==> src/rtl/pattern_sequencer_if.sv <==
// Bus between the pattern sequencer and its surroundings: frame timing, button/auto
// inputs and the config outputs. Force signals exist only with PATTERN_SEQ_FORCE_EN.
interface pattern_sequencer_if #(
  parameter int X_BITS = 13,
  parameter int STEP_W = 9
);
  logic              vs_in;
  logic              btn_next;
  logic              auto_en;
  logic [X_BITS-1:0] total_active_pix;
  logic [7:0]        pattern_out;
  logic [STEP_W-1:0] ramp_step_out;
  logic              cfg_update;
  logic              busy;
`ifdef PATTERN_SEQ_FORCE_EN
  logic              force_en;
  logic [7:0]        force_pattern;

  modport master (
    output vs_in, btn_next, auto_en, total_active_pix, force_en, force_pattern,
    input  pattern_out, ramp_step_out, cfg_update, busy
  );
  modport slave (
    input  vs_in, btn_next, auto_en, total_active_pix, force_en, force_pattern,
    output pattern_out, ramp_step_out, cfg_update, busy
  );
`else
  modport master (
    output vs_in, btn_next, auto_en, total_active_pix,
    input  pattern_out, ramp_step_out, cfg_update, busy
  );
  modport slave (
    input  vs_in, btn_next, auto_en, total_active_pix,
    output pattern_out, ramp_step_out, cfg_update, busy
  );
`endif
endinterface

==> src/rtl/pattern_sequencer.sv <==
// Pattern/ramp-step controller for the video pattern generator, applied on vsync start.
// Optional PATTERN_SEQ_FORCE_EN adds a forced pattern select (force_en/force_pattern).
module pattern_sequencer #(
  parameter int B                  = 8,
  parameter int X_BITS             = 13,
  parameter int FRACTIONAL_BITS    = 1,
  parameter int NUM_PATTERNS       = 5,
  parameter int FRAMES_PER_PATTERN = 120,
  parameter int DEBOUNCE_CYCLES    = 1000000,
  parameter int VS_ACTIVE_HIGH     = 0
) (
  input  logic               clk_in,
  input  logic               reset,
  pattern_sequencer_if.slave bus_io
);
  localparam int STEP_W = B + FRACTIONAL_BITS;
  localparam int DIV_N  = STEP_W + 1;
  localparam int CNT_W  = $clog2(DIV_N);
  localparam int DB_W   = $clog2(DEBOUNCE_CYCLES + 1);
  localparam int FR_W   = $clog2(FRAMES_PER_PATTERN + 1);

  localparam logic [DB_W-1:0]   DB_RELOAD = DB_W'(DEBOUNCE_CYCLES - 1);
  localparam logic [FR_W-1:0]   FR_LAST   = FR_W'(FRAMES_PER_PATTERN - 1);
  localparam logic [CNT_W-1:0]  DIV_LAST  = CNT_W'(STEP_W);
  localparam logic [7:0]        PAT_LAST  = 8'(NUM_PATTERNS - 1);
  localparam logic [STEP_W-1:0] STEP_MAX  = '1;
  localparam logic              VS_IDLE   = (VS_ACTIVE_HIGH != 0) ? 1'b0 : 1'b1;

  typedef enum logic [1:0] {S_IDLE, S_CALC, S_PEND} state_t;

  logic              vs_q, vs_d1_q;
  logic              fs;
  logic              btn_s1_q, btn_s2_q, btn_stable_q, btn_req_q;
  logic [DB_W-1:0]   db_cnt_q;
  logic [FR_W-1:0]   frame_cnt_q;
  logic              auto_req, force_req, req;

  state_t            state_q;
  logic [X_BITS-1:0] div_q;
  logic [CNT_W-1:0]  div_cnt_q;
  logic [X_BITS-1:0] rem_q;
  logic [STEP_W-1:0] quo_q;
  logic [STEP_W-1:0] step_q;
  logic              boot_q;
  logic [7:0]        pattern_q;
  logic [STEP_W-1:0] ramp_q;
  logic              cfg_update_q;
  logic              busy_q;

  logic [X_BITS:0]   rem_sh;
  logic              q_bit;
  logic [X_BITS-1:0] rem_d;
  logic [DIV_N-1:0]  quo_d;
  logic [STEP_W-1:0] step_d;
  logic [7:0]        pattern_d;

  // Frame start: first registered sample at the active vsync level.
  always_ff @(posedge clk_in) begin
    if (reset) begin
      vs_q    <= VS_IDLE;
      vs_d1_q <= VS_IDLE;
    end else begin
      vs_q    <= bus_io.vs_in;
      vs_d1_q <= vs_q;
    end
  end

  assign fs = (VS_ACTIVE_HIGH != 0) ? (vs_q & ~vs_d1_q) : (~vs_q & vs_d1_q);

  // Debounce: down-counter reloads while the synced level matches the accepted one.
  always_ff @(posedge clk_in) begin
    if (reset) begin
      btn_s1_q     <= 1'b0;
      btn_s2_q     <= 1'b0;
      btn_stable_q <= 1'b0;
      btn_req_q    <= 1'b0;
      db_cnt_q     <= DB_RELOAD;
    end else begin
      btn_s1_q  <= bus_io.btn_next;
      btn_s2_q  <= btn_s1_q;
      btn_req_q <= 1'b0;
      if (btn_s2_q == btn_stable_q) begin
        db_cnt_q <= DB_RELOAD;
      end else if (db_cnt_q == '0) begin
        btn_stable_q <= btn_s2_q;
        btn_req_q    <= btn_s2_q;
        db_cnt_q     <= DB_RELOAD;
      end else begin
        db_cnt_q <= db_cnt_q - 1'b1;
      end
    end
  end

  // Saturates at the trigger count so a long auto_en=0 stretch cannot wrap past it.
  always_ff @(posedge clk_in) begin
    if (reset || cfg_update_q) begin
      frame_cnt_q <= '0;
    end else if (fs && (frame_cnt_q != FR_LAST)) begin
      frame_cnt_q <= frame_cnt_q + 1'b1;
    end
  end

  assign auto_req = fs & bus_io.auto_en & (frame_cnt_q == FR_LAST);

`ifdef PATTERN_SEQ_FORCE_EN
  logic force_en_q;

  always_ff @(posedge clk_in) begin
    if (reset) force_en_q <= 1'b0;
    else       force_en_q <= bus_io.force_en;
  end

  assign force_req = bus_io.force_en & ~force_en_q;
`else
  assign force_req = 1'b0;
`endif

  assign req = btn_req_q | auto_req | force_req;

  // One restoring-divide step; dividend 2^STEP_W has only its MSB set.
  assign rem_sh = {rem_q, (div_cnt_q == DIV_LAST)};
  assign q_bit  = (rem_sh >= {1'b0, div_q});
  assign rem_d  = X_BITS'(q_bit ? (rem_sh - {1'b0, div_q}) : rem_sh);
  assign quo_d  = {quo_q, q_bit};

  always_comb begin
    step_d = quo_d[STEP_W-1:0];
    if ((div_q == '0) || quo_d[STEP_W]) begin
      step_d = STEP_MAX;
    end else if (quo_d[STEP_W-1:0] == '0) begin
      step_d = STEP_W'(1);
    end
  end

  always_comb begin
    pattern_d = pattern_q;
    if (!boot_q) begin
      pattern_d = (pattern_q >= PAT_LAST) ? 8'd0 : pattern_q + 8'd1;
    end
`ifdef PATTERN_SEQ_FORCE_EN
    if (bus_io.force_en) begin
      pattern_d = (bus_io.force_pattern > PAT_LAST) ? PAT_LAST : bus_io.force_pattern;
    end
`endif
  end

  // state  | meaning
  // IDLE   | outputs stable, waiting for a button/auto/force request
  // CALC   | STEP_W+1 divide cycles on the latched width
  // PEND   | step ready, waiting for the next frame start to apply
  always_ff @(posedge clk_in) begin
    if (reset) begin
      state_q      <= S_CALC;
      div_q        <= bus_io.total_active_pix;
      div_cnt_q    <= DIV_LAST;
      rem_q        <= '0;
      quo_q        <= '0;
      step_q       <= STEP_W'(1);
      boot_q       <= 1'b1;
      pattern_q    <= 8'd0;
      ramp_q       <= STEP_W'(1);
      cfg_update_q <= 1'b0;
      busy_q       <= 1'b1;
    end else begin
      cfg_update_q <= 1'b0;
      case (state_q)
        S_IDLE: begin
          if (req) begin
            state_q   <= S_CALC;
            div_q     <= bus_io.total_active_pix;
            div_cnt_q <= DIV_LAST;
            rem_q     <= '0;
            quo_q     <= '0;
            busy_q    <= 1'b1;
          end
        end
        S_CALC: begin
          rem_q     <= rem_d;
          quo_q     <= quo_d[STEP_W-1:0];
          div_cnt_q <= div_cnt_q - 1'b1;
          if (div_cnt_q == '0) begin
            step_q  <= step_d;
            state_q <= S_PEND;
          end
        end
        S_PEND: begin
          if (fs) begin
            ramp_q       <= step_q;
            pattern_q    <= pattern_d;
            boot_q       <= 1'b0;
            cfg_update_q <= 1'b1;
            busy_q       <= 1'b0;
            state_q      <= S_IDLE;
          end
        end
        default: state_q <= S_IDLE;
      endcase
    end
  end

  assign bus_io.pattern_out   = pattern_q;
  assign bus_io.ramp_step_out = ramp_q;
  assign bus_io.cfg_update    = cfg_update_q;
  assign bus_io.busy          = busy_q;

endmodule

==> src/flat_wrapper.sv <==
// flat-port wrapper written by rule: the top's interface ports become plain ports
module pattern_sequencer_flat 
#(
  parameter int B                  = 8,
  parameter int X_BITS             = 13,
  parameter int FRACTIONAL_BITS    = 1,
  parameter int NUM_PATTERNS       = 5,
  parameter int FRAMES_PER_PATTERN = 120,
  parameter int DEBOUNCE_CYCLES    = 1000000,
  parameter int VS_ACTIVE_HIGH     = 0
)
  (clk_in, reset, bus_io_vs_in, bus_io_btn_next, bus_io_auto_en, bus_io_total_active_pix, bus_io_pattern_out, bus_io_ramp_step_out, bus_io_cfg_update, bus_io_busy);
  pattern_sequencer_if #(.X_BITS(X_BITS), .STEP_W((9))) bus_io_i ();
  input  logic clk_in;
  input  logic reset;
  input wire logic [$bits(bus_io_i.vs_in)-1:0] bus_io_vs_in;
  input wire logic [$bits(bus_io_i.btn_next)-1:0] bus_io_btn_next;
  input wire logic [$bits(bus_io_i.auto_en)-1:0] bus_io_auto_en;
  input wire logic [$bits(bus_io_i.total_active_pix)-1:0] bus_io_total_active_pix;
  output wire logic [$bits(bus_io_i.pattern_out)-1:0] bus_io_pattern_out;
  output wire logic [$bits(bus_io_i.ramp_step_out)-1:0] bus_io_ramp_step_out;
  output wire logic [$bits(bus_io_i.cfg_update)-1:0] bus_io_cfg_update;
  output wire logic [$bits(bus_io_i.busy)-1:0] bus_io_busy;
  assign bus_io_i.vs_in = bus_io_vs_in;
  assign bus_io_i.btn_next = bus_io_btn_next;
  assign bus_io_i.auto_en = bus_io_auto_en;
  assign bus_io_i.total_active_pix = bus_io_total_active_pix;
  assign bus_io_pattern_out = bus_io_i.pattern_out;
  assign bus_io_ramp_step_out = bus_io_i.ramp_step_out;
  assign bus_io_cfg_update = bus_io_i.cfg_update;
  assign bus_io_busy = bus_io_i.busy;
  pattern_sequencer #(.B(B), .X_BITS(X_BITS), .FRACTIONAL_BITS(FRACTIONAL_BITS), .NUM_PATTERNS(NUM_PATTERNS), .FRAMES_PER_PATTERN(FRAMES_PER_PATTERN), .DEBOUNCE_CYCLES(DEBOUNCE_CYCLES), .VS_ACTIVE_HIGH(VS_ACTIVE_HIGH)) u_core (.clk_in(clk_in), .reset(reset), .bus_io(bus_io_i));
endmodule
==> config.mk <==
export PLATFORM = sky130hd
export DESIGN_NAME = pattern_sequencer_flat
export DESIGN_NICKNAME = d
export VERILOG_FILES = /design/src/rtl/pattern_sequencer_if.sv /design/src/rtl/pattern_sequencer.sv /design/src/flat_wrapper.sv
export SDC_FILE = /design/constraint.sdc
export NUM_CORES = 1
export LEC_CHECK = 0
export CAP_MARGIN = 30
export CORE_ASPECT_RATIO = 0.75
export CORE_MARGIN = 5
export CORE_UTILIZATION = 50
export DETAILED_ROUTE_END_ITERATION = 10
export HOLD_SLACK_MARGIN = 0.05
export PLACE_DENSITY = 0.7
export SLEW_MARGIN = 40
export SYNTH_ARGS = -nofsm -noshare
export SYNTH_HDL_FRONTEND = slang
export SYNTH_SLANG_ARGS = --single-unit
==> constraint.sdc <==
create_clock -name clk_in -period 6.2 [get_ports clk_in]
set_input_delay 0.62 -clock clk_in [delete_from_list [all_inputs] [get_ports clk_in]]
set_output_delay 0.62 -clock clk_in [all_outputs]
set_load 0.01 [all_outputs]
## Word-level counts from Yosys, hierarchy flattened

Cells that the tools add are included.

- Bits in registers: 103
- Bits of input ports: 18
- Output and inout port bits: 19
- Logic and storage cells: 88

- Add/sub/neg operators: 5
- Magnitude comparators: 2
- Equal/unequal tests: 9
- Multiplexer cells: 21
- Bitwise logic cells: 9
- Reductions and logical operators: 23

Operators with widths:

| kind | number |
|---|---|
| 2-to-1 mux 13 bit | 5 |
| 2-to-1 mux 9 bit | 3 |
| one-hot mux 13 bit (2 select lines) | 1 |
| zero test 20 bit | 1 |
| subtractor 20 x 1 -> 20 bit (second input constant) | 1 |
| one-hot mux 9 bit (2 select lines) | 1 |
| >= comparator 14 x 13 -> 1 bit | 1 |
| zero test 13 bit | 1 |
| subtractor 13 bit | 1 |
| AND reduction 2 bit | 5 |
| zero test 9 bit | 1 |
| AND reduction 3 bit | 3 |
| adder 8 x 1 -> 8 bit (second input constant) | 1 |
| >= comparator 8 x 3 -> 1 bit (second input constant) | 1 |
| 2-to-1 mux 8 bit | 1 |
| one-hot mux 4 bit (2 select lines) | 1 |
| nonzero test 2 bit | 4 |
| adder 7 x 1 -> 7 bit (second input constant) | 1 |
| equality test 7 bit (second input constant) | 1 |
| inequality test 7 bit (second input constant) | 1 |
| 2-to-1 mux 2 bit | 3 |
| inequality test 2 x 1 -> 1 bit (second input constant) | 3 |
| one-hot mux 2 bit (3 select lines) | 1 |
| OR reduction 3 bit | 2 |
| 16 further kinds | 25 |

## Longest topological paths before layout

Gate-level depths: netlist (run 1).

- Word-level depth: 8
- Gate-level depth with buffers: 12
- Gate-level depth less buffers: 11

## Worst setup path before layout (run 1)

No wires, ideal clock.

- Kind: register -> register
- From: register u_core.div_cnt_q[1]
- To: register u_core.rem_q[2]
- Library setup time: 0.128 ns
- Arrival time: 2.460 ns
- Data required time: 6.072 ns
- Path slack: 3.613 ns
- Stages on the path, launching flop included: 13
- Path buffers: 1
- Clock period less this slack: 2.587 ns
- Cells stage by stage: dfxtp_1 > inv_1 > ha_1 > nand3b_1 > ha_1 > fa_1 > nor2b_1 > o21ba_2 > o31ai_2 > o31ai_2 > buf_6 > mux2i_1 > o21ai_1

- Cells in the longest elaborated chain, start to end: 4
- Elaborated cells on any way between the ends: 5
- Those cells by class: add/sub: 1; order compare: 1; eq/ne: 1; mux: 2

RTL lines:

| element | RTL line | RTL |
|---|---|---|
| start: declaration | pattern_sequencer.sv:40 | `logic [CNT_W-1:0] div_cnt_q;` |
| start signal: assignment | pattern_sequencer.sv:180 | `div_cnt_q <= div_cnt_q - 1'b1;` |
| equality test 4 bit (*) | pattern_sequencer.sv:121 | `assign rem_sh = {rem_q, (div_cnt_q == DIV_LAST)};` |
| subtractor 13 bit or >= comparator 14 x 13 -> 1 bit (tied branches) | pattern_sequencer.sv:123, pattern_sequencer.sv:122 |  |
| 2-to-1 mux 13 bit (*) | pattern_sequencer.sv:123 | `assign rem_d = X_BITS'(q_bit ? (rem_sh - {1'b0, div_q}) : rem_sh);` |
| one-hot mux 13 bit (2 select lines) (*) | pattern_sequencer.sv:166 | `case (state_q)` |
| end signal: assignment | pattern_sequencer.sv:178 | `rem_q <= rem_d;` |
| end: declaration | pattern_sequencer.sv:41 | `logic [X_BITS-1:0] rem_q;` |

Mark *: on every way between the ends. The rest lies on a longest branch, timed or not.
A chain may end at the register's enable or synchronous reset.

## Worst setup path after layout (run 1)

- From: register u_core.div_cnt_q[1]
- To: register u_core.rem_q[0]

Same word-level chain as after synthesis.

==> results of run 1 <==
-- worst paths after layout --
| path | slack (ns) | end | cells past startpoint |
|---|---|---|---|
| max | 3.45 | u_core.rem_q[0] | 12 |
| min reg2reg | 0.41 | u_core.db_cnt_q[0] | 1 |
| min | 0.41 | u_core.db_cnt_q[0] | 1 |
| max reg2reg | 3.45 | u_core.rem_q[0] | 12 |
-- power by group through the flow --
stage	registers [mW]	logic (mW)	clock network (mW)
floorplan	0.791	0.449	0
global placement	0.807	0.520	0
detailed placement	0.809	0.542	0
CTS	0.794	0.547	0.570
global route	0.801	0.614	0.600
finish	0.794	0.549	0.555
-- final cells by class --
type	count	area share, %
Multi-Input combinational cell	379	43.16
Sequential cell	103	39.90
Timing Repair Buffer	38	6.832
Clock buffer	11	4.805
Tap cell	128	2.915
Inverter	25	1.708
Clock inverter	5	0.6832
-- cell usage in the layout (no fill, tap or decap), types with 7 or more instances in the layout --
master / count
a21oi_1: 27
clkbuf_16: 10
o21ai_0: 10
nand2b_1: 8
nor3_1: 29
nand3_1: 9
xor2_1: 9
dfxtp_1: 90
or2_2: 7
nor2_1: 66
mux2i_1: 12
nor4_1: 12
ha_1: 20
inv_1: 25
xnor2_1: 21
nor2b_1: 8
clkdlybuf4s50_1: 36
o21ai_1: 8
a22oi_1: 10
nand2_1: 58
edfxtp_1: 13
-- cell families (layout without fill, tap and decap cells) --
logic type                 Yosys count  in the layout  share of synthesized area, %
and+or+nand+nor                    226            226                         23.24
adders and majority gates           21             21                         5.692
buffers and inverters               45             79                         3.952
AOI/OAI and AO/OA                   90             90                         12.89
DFF                                103            103                         46.17
muxes                               12             12                         2.530
xor gates and xnor gates            30             30                         5.534
-- flip-flops by register name (all words and copies together), names as in the netlist --
| signal | flops |
|---|---|
| u_core.boot_q | 1 |
| u_core.bus_io.ramp_step_out | 9 |
| u_core.btn_req_q | 1 |
| u_core.btn_stable_q | 1 |
| u_core.db_cnt_q | 20 |
| u_core.rem_q | 13 |
| u_core.div_q | 13 |
| u_core.step_q | 9 |
| u_core.vs_d1_q | 1 |
| u_core.bus_io.pattern_out | 8 |
| u_core.div_cnt_q | 4 |
| u_core.bus_io.busy | 1 |
| u_core.frame_cnt_q | 7 |
| u_core.btn_s2_q | 1 |
| u_core.btn_s1_q | 1 |
| u_core.bus_io.cfg_update | 1 |
| u_core.state_q | 2 |
| u_core.vs_q | 1 |
| u_core.quo_q | 9 |
-- metrics by stage --
stage	total power, mW	utilization, %	setup slack, ns
5_1_grt	2.015	59.99	3.271
3_3_place_gp	1.327	56.67	3.383
2_1_floorplan	1.241	-	3.613
6_report	1.898	59.99	3.448
3_5_place_dp	1.351	56.67	3.339
4_1_cts	1.910	59.96	3.438
-- worst register-to-register path: stages, from the launching register on --
cell,delay [ns]
dfxtp_1,0.32
inv_1,0.10
ha_1,0.15
nand3b_1,0.11
ha_1,0.23
fa_1,0.41
nor2b_1,0.20
o21ba_2,0.21
o31ai_2,0.11
o31ai_2,0.19
buf_4,0.28
nor3_1,0.08
a221o_1,0.27
-- per-layer routing --
layer  share of wire (%)  routed length (um)  global-route usage (%)  vias up
li1                    -                   -                       -     1900
met1                  50                4743                   23.17     1735
met2                  46                4349                   27.62       40
met3                 2.8                 262                   4.192        7
met4                0.91                  86                   5.312        0
met5                   0                   0                       0        -
==> impl_metrics.csv, run 1 <==
group,metric,value,unit
cts,postCtsSetupBuffers,0,
timing,period_share,44.39,%
pwr,p_int,1.292,mW
synth,synthTopCellsByCount,"dfxtp_1 (90), nor2_1 (66), nand2_1 (58)",
route,vias,3682,
critical_path,path_delay_family,"adder cells",
timing,setup_viol,0,
cts,htree_levels,3,
synth,synth.top_cell.area_share,37.94,%
timing,clock_skew,0.01063,ns
timing,hold_ws,0.4100,ns
route,drc,0,
placement,post-dp-hpwl,6992,um
synth,synthTopCellsByArea,"dfxtp_1 (38%), edfxtp_1 (8.2%), ha_1 (5.3%)",
cts,clkTransAtPathRegs,0.07,ns
critical_path,critPathLaunchType,"flop",
synth,synth_fp_nets,566,
pwr,switching_power,0.6055,mW
pwr,p_clk_share,29.2,%
critical_path,path_buf_inv,2,
critical_path,cp-startpoint,"u_core.div_cnt_q[1]",
layout,n_antenna_cell,0,
critical_path,cp.required,6.43,ns
synth,syn_avg_cell_area,9.010,um2
route,firstDrtPassIters,4,
cts,cts_buffers,9,
floorplan,fp.dieH,94.40,um
layout,finish.net_count,595,
synth,synth_cells,527,
global_route,grt_first_pass_wirelength,16160,um
min_path,worstHoldPathType,"flop to flop",
route,drt_wl_total,9441,um
timing,grt_setup_unrepaired,"false",
synth,synth_edf_count,13,
layout,area_growth,15.70,%
critical_path,worstSetupPathType,"flop to flop",
critical_path,cp.arrival,2.98,ns
synth,ys.flop_type,"dfxtp_1",
route,vias_per_cell,5.344,
timing,fmax,363.4,MHz
critical_path,critPathMaxStageDelay,0.41,ns
layout,final_cells,689,
global_route,grt_pass1_vias,3445,
pwr,powerDensity,345.4,mW/mm2
synth,synth.largest_area_cell,"dfxtp_1",
timing,drv_slew,0,
placement,gp_congestion,0.8374,
global_route,grt_usage,17.25,%
floorplan,die_area,0.01157,mm2
placement,port_buffers,36,
cts,holdBufCountCts,0,
synth,ys_types,61,
floorplan,io_pins,37,
timing,setup_tns,0,ns
global_route,grt_start_max_net_pins,48,
layout,multiInputGateArea,0.002371,mm2
critical_path,cp-end-kind,"flop",
placement,placed_area,0.005190,mm2
global_route,grt_overflow,0,
critical_path,cp_max_fo,17,
pwr,sw_frac_of_total,31.91,%
critical_path,slowest_stage,"fa_1",
floorplan,die_w,122.5,um
synth,yosys_warnings,0,
cts,clock-sinks,103,
pwr,p_seq_share,41.8,%
critical_path,rr_startpoint,"u_core.div_cnt_q[1]",
timing,max_slew.worst_pin.slew,0.7018,ns
route,initialDrtViolationCount,162,
floorplan,start_util,51.84,%
layout,fin_area,0.005494,mm2
cts,clk-insertion-delay-late,0.34,ns
cts,cts_tree,"yes",
synth,synth_seq_cells,103,
cts,cts_resized,0,
cts,cts_root_buf,"clkbuf_16",
layout,nFillCells,824,
synth,synthArstFlopShare,0,%
flow_run,drv_cap,0,
timing,finalCriticalPeriod,2.752,ns
global_route,antenna_found_initial,0,
synth,yosysMostFrequentCell,"dfxtp_1",
status,status,"finished clean",
route,wl_per_cell,13.70,um
pwr,ir_drop,0.0001554,V
pwr,comb_power_share,28.9,%
critical_path,crit_chain,"inv_1, ha_1, nand3b_1, ha_1, fa_1, nor2b_1, o21ba_2, o31ai_2, o31ai_2, buf_4, nor3_1, a221o_1",
synth,ys_seq_area_share,46.17,%
layout,drive_above_1_share,6.239,%
cts,cts_buffer_depth,2,
timing,slew_headroom,53.12,%
layout,seq_area,0.002192,mm2
synth,syn_area,0.004748,mm2
pwr,leakagePower,2.089,nW
route,ant_nets,0,
timing,hold_viol_final,0,
placement,dp_cells,673,
floorplan,core,0.009159,mm2
floorplan,fp-row-count,30,
min_path,min-delay-start,"u_core.db_cnt_q[0]",
No activity file was read; power rests on OpenSTA's default activity.
==> run 2: changes to the inputs <==
--- a/config.mk
+++ b/config.mk
@@ -11,7 +11,7 @@
 export CORE_UTILIZATION = 50
 export DETAILED_ROUTE_END_ITERATION = 10
 export HOLD_SLACK_MARGIN = 0.05
-export PLACE_DENSITY = 0.7
+export PLACE_DENSITY = 0.73
 export SLEW_MARGIN = 40
 export SYNTH_ARGS = -nofsm -noshare
 export SYNTH_HDL_FRONTEND = slang
==> constraint.sdc (replaced) <==
create_clock -name clk_in -period 2.2 [get_ports clk_in]
set_input_delay 0.22 -clock clk_in [delete_from_list [all_inputs] [get_ports clk_in]]
set_output_delay 0.22 -clock clk_in [all_outputs]
set_load 0.01 [all_outputs]
==> run 2 against run 1 <==
The flow now finishes with violations (setup timing). Critical path depth stayed put. Clock-buffer cell count decreased by 2. Routed wire length grew 15%. Maximum frequency is 11% higher. Die area is the same. Highest routed layer unchanged.
==> impl_metrics.csv, run 2 (synthesis gave the netlist of run 1 again) <==
group,metric,value,unit
status,status,"finished, violations left",
status,violations,"setup timing",
floorplan,fp-row-count,30,
cts,clkTransAtPathRegs,0.07,ns
global_route,grt_first_pass_wirelength,17870,um
layout,regMostFlops,"u_core.db_cnt_q",
critical_path,cp.required,2.43,ns
timing,drv_slew,0,
layout,final_cell_mix,"dfxtp_1 (88), nor2_1 (66), nand2_1 (57)",
global_route,grt_overflow,0,
placement,placed_area,0.005525,mm2
floorplan,fp.dieH,94.40,um
timing,hold_viol_final,0,
route,vias,3999,
min_path,hold_depth,1,
layout,drive_above_1_share,16.40,%
placement,gp_congestion,0.8540,
critical_path,r2r_slack,-0.29,ns
layout,largest_register_ff_count,20,
layout,finish.net_count,650,
route,ant_nets,0,
timing,setup_ws,-0.2902,ns
cts,clock-sinks,103,
global_route,antenna_found_initial,0,
cts,cts_root_buf,"clkbuf_16",
timing,period_share,113.2,%
timing,hold_ws,0.4002,ns
cts,htree_levels,3,
pwr,totalPowerFinal,6.181,mW
route,drc,0,
placement,dp_cells,711,
pwr,ir_drop,0.0006655,V
critical_path,rr_startpoint,"u_core.div_cnt_q[1]",
route,firstDrtPassIters,4,
layout,fin_area,0.005992,mm2
timing,grt_setup_unrepaired,"true",
layout,final_cells,744,
critical_path,cp.arrival,2.72,ns
min_path,min_to,"u_core.db_cnt_q[0]",
critical_path,cp_max_fo,6,
floorplan,io_pins,37,
critical_path,r2r_cells,12,
cts,cts_buffer_depth,2,
floorplan,start_util,51.84,%
timing,setup_viol,15,
pwr,leakagePower,2.378,nW
timing,slew_headroom,64.66,%
route,initialDrtViolationCount,360,
layout,nFillCells,766,
global_route,grt_pass1_vias,3777,
global_route,grt_start_max_net_pins,29,
cts,holdBufCountCts,0,
timing,clock_skew,0.009279,ns
layout,top_regs,"u_core.db_cnt_q (20), u_core.div_q (13), u_core.rem_q (13)",
floorplan,core,0.009159,mm2
critical_path,worstSetupPathType,"flop to flop",
cts,cts_tree,"yes",
placement,post-dp-hpwl,7483,um
critical_path,r2r-end,"u_core.rem_q[0]",
floorplan,die_area,0.01157,mm2
placement,dpl_worst_slack,-0.2615,ns
route,vias_per_cell,5.375,
route,wl_per_cell,14.55,um
pwr,powerDensity,1032,mW/mm2
layout,finalCoreUtilization,65.42,%
min_path,min-delay-start,"u_core.db_cnt_q[0]",
critical_path,critPathLaunchType,"flop",
layout,layout_commonest_cell,"dfxtp_1",
timing,max_slew.worst_pin.slew,0.5295,ns
min_path,worstHoldPathType,"flop to flop",
cts,cts_buffers,9,
timing,fmax,401.6,MHz
layout,n_antenna_cell,0,
route,drt_wl_total,10830,um
timing,finalCriticalPeriod,2.490,ns
layout,area_growth,26.19,%
floorplan,die_w,122.5,um
critical_path,cp-end-kind,"flop",
flow_run,drv_cap,0,
cts,clk-insertion-delay-late,0.35,ns
placement,port_buffers,36,
timing,setup_tns,-3.331,ns
global_route,grt_usage,19.44,%
==> run 2: cell count changes in the layout (fill, tap and decap cells not counted), moves of 2 or more <==
cell and delta:
o31ai_2 -2, o31ai_4 +2, o21ai_1 +2, dfxtp_1 -2, ha_1 -2, dfxtp_2 +2
clkinv_4 +3, buf_4 +54, o21ai_0 -3
==> run 2: worst max path at each step <==
stage / from / endpoint / slack [ns] / cells past startpoint
after floorplan: u_core.div_cnt_q[1] / u_core.rem_q[2] / -0.24 / 12
after global placement: u_core.div_cnt_q[1] / u_core.rem_q[0] / -0.23 / 12
after detailed placement: u_core.div_cnt_q[1] / u_core.rem_q[0] / -0.26 / 12
after CTS: u_core.div_cnt_q[1] / u_core.rem_q[0] / -0.25 / 12
after global routing: u_core.div_cnt_q[1] / u_core.rem_q[0] / -0.38 / 17
final: u_core.div_cnt_q[1] / u_core.rem_q[0] / -0.29 / 12
==> run 2: report_power, final <==
part           internal [mW]  switching [mW]
Clock                  0.781           0.716
Combinational           1.28            1.17
Sequential              2.09           0.144
Total                   4.15            2.03
==> run 2: what timing repair did <==
item,in CTS,in global routing
gates cloned,1,0
setup buffers,16,2
resized for setup,4,10
pin swaps,7,2
setup endpoints to repair,15,15
==> run 2: layout make-up <==
type / count / area [um2] / share of cell area (%)
clock buffers: 9 / 225.2 / 3.759
clock inverters: 7 / 57.56 / 0.9605
inverters: 25 / 93.84 / 1.566
multi-input cells: 379 / 2460 / 41.05
flip-flops and latches: 103 / 2195 / 36.63
well taps: 128 / 160.2 / 2.673
repair buffers: 93 / 800.8 / 13.36
==> run 2: critical path: stages (launching register included) <==
cell and delay [ns]:
dfxtp_2 0.33, inv_2 0.07, ha_4 0.11, nand3b_1 0.12
ha_2 0.24, fa_2 0.37, nor2b_4 0.13, o21ba_4 0.15
o31ai_4 0.07, o31ai_4 0.27, buf_12 0.17, nor3_1 0.05
a221o_1 0.27
==> run 2: layer usage <==
layer	wire length (um)	vias to the layer above	GRT usage, %	part of all wire, %
li1	-	2013	-	-
met1	4995	1907	25.52	46
met2	5223	64	31.73	48
met3	413	15	4.431	3.8
met4	193	0	6.710	1.8
met5	0	-	0	0
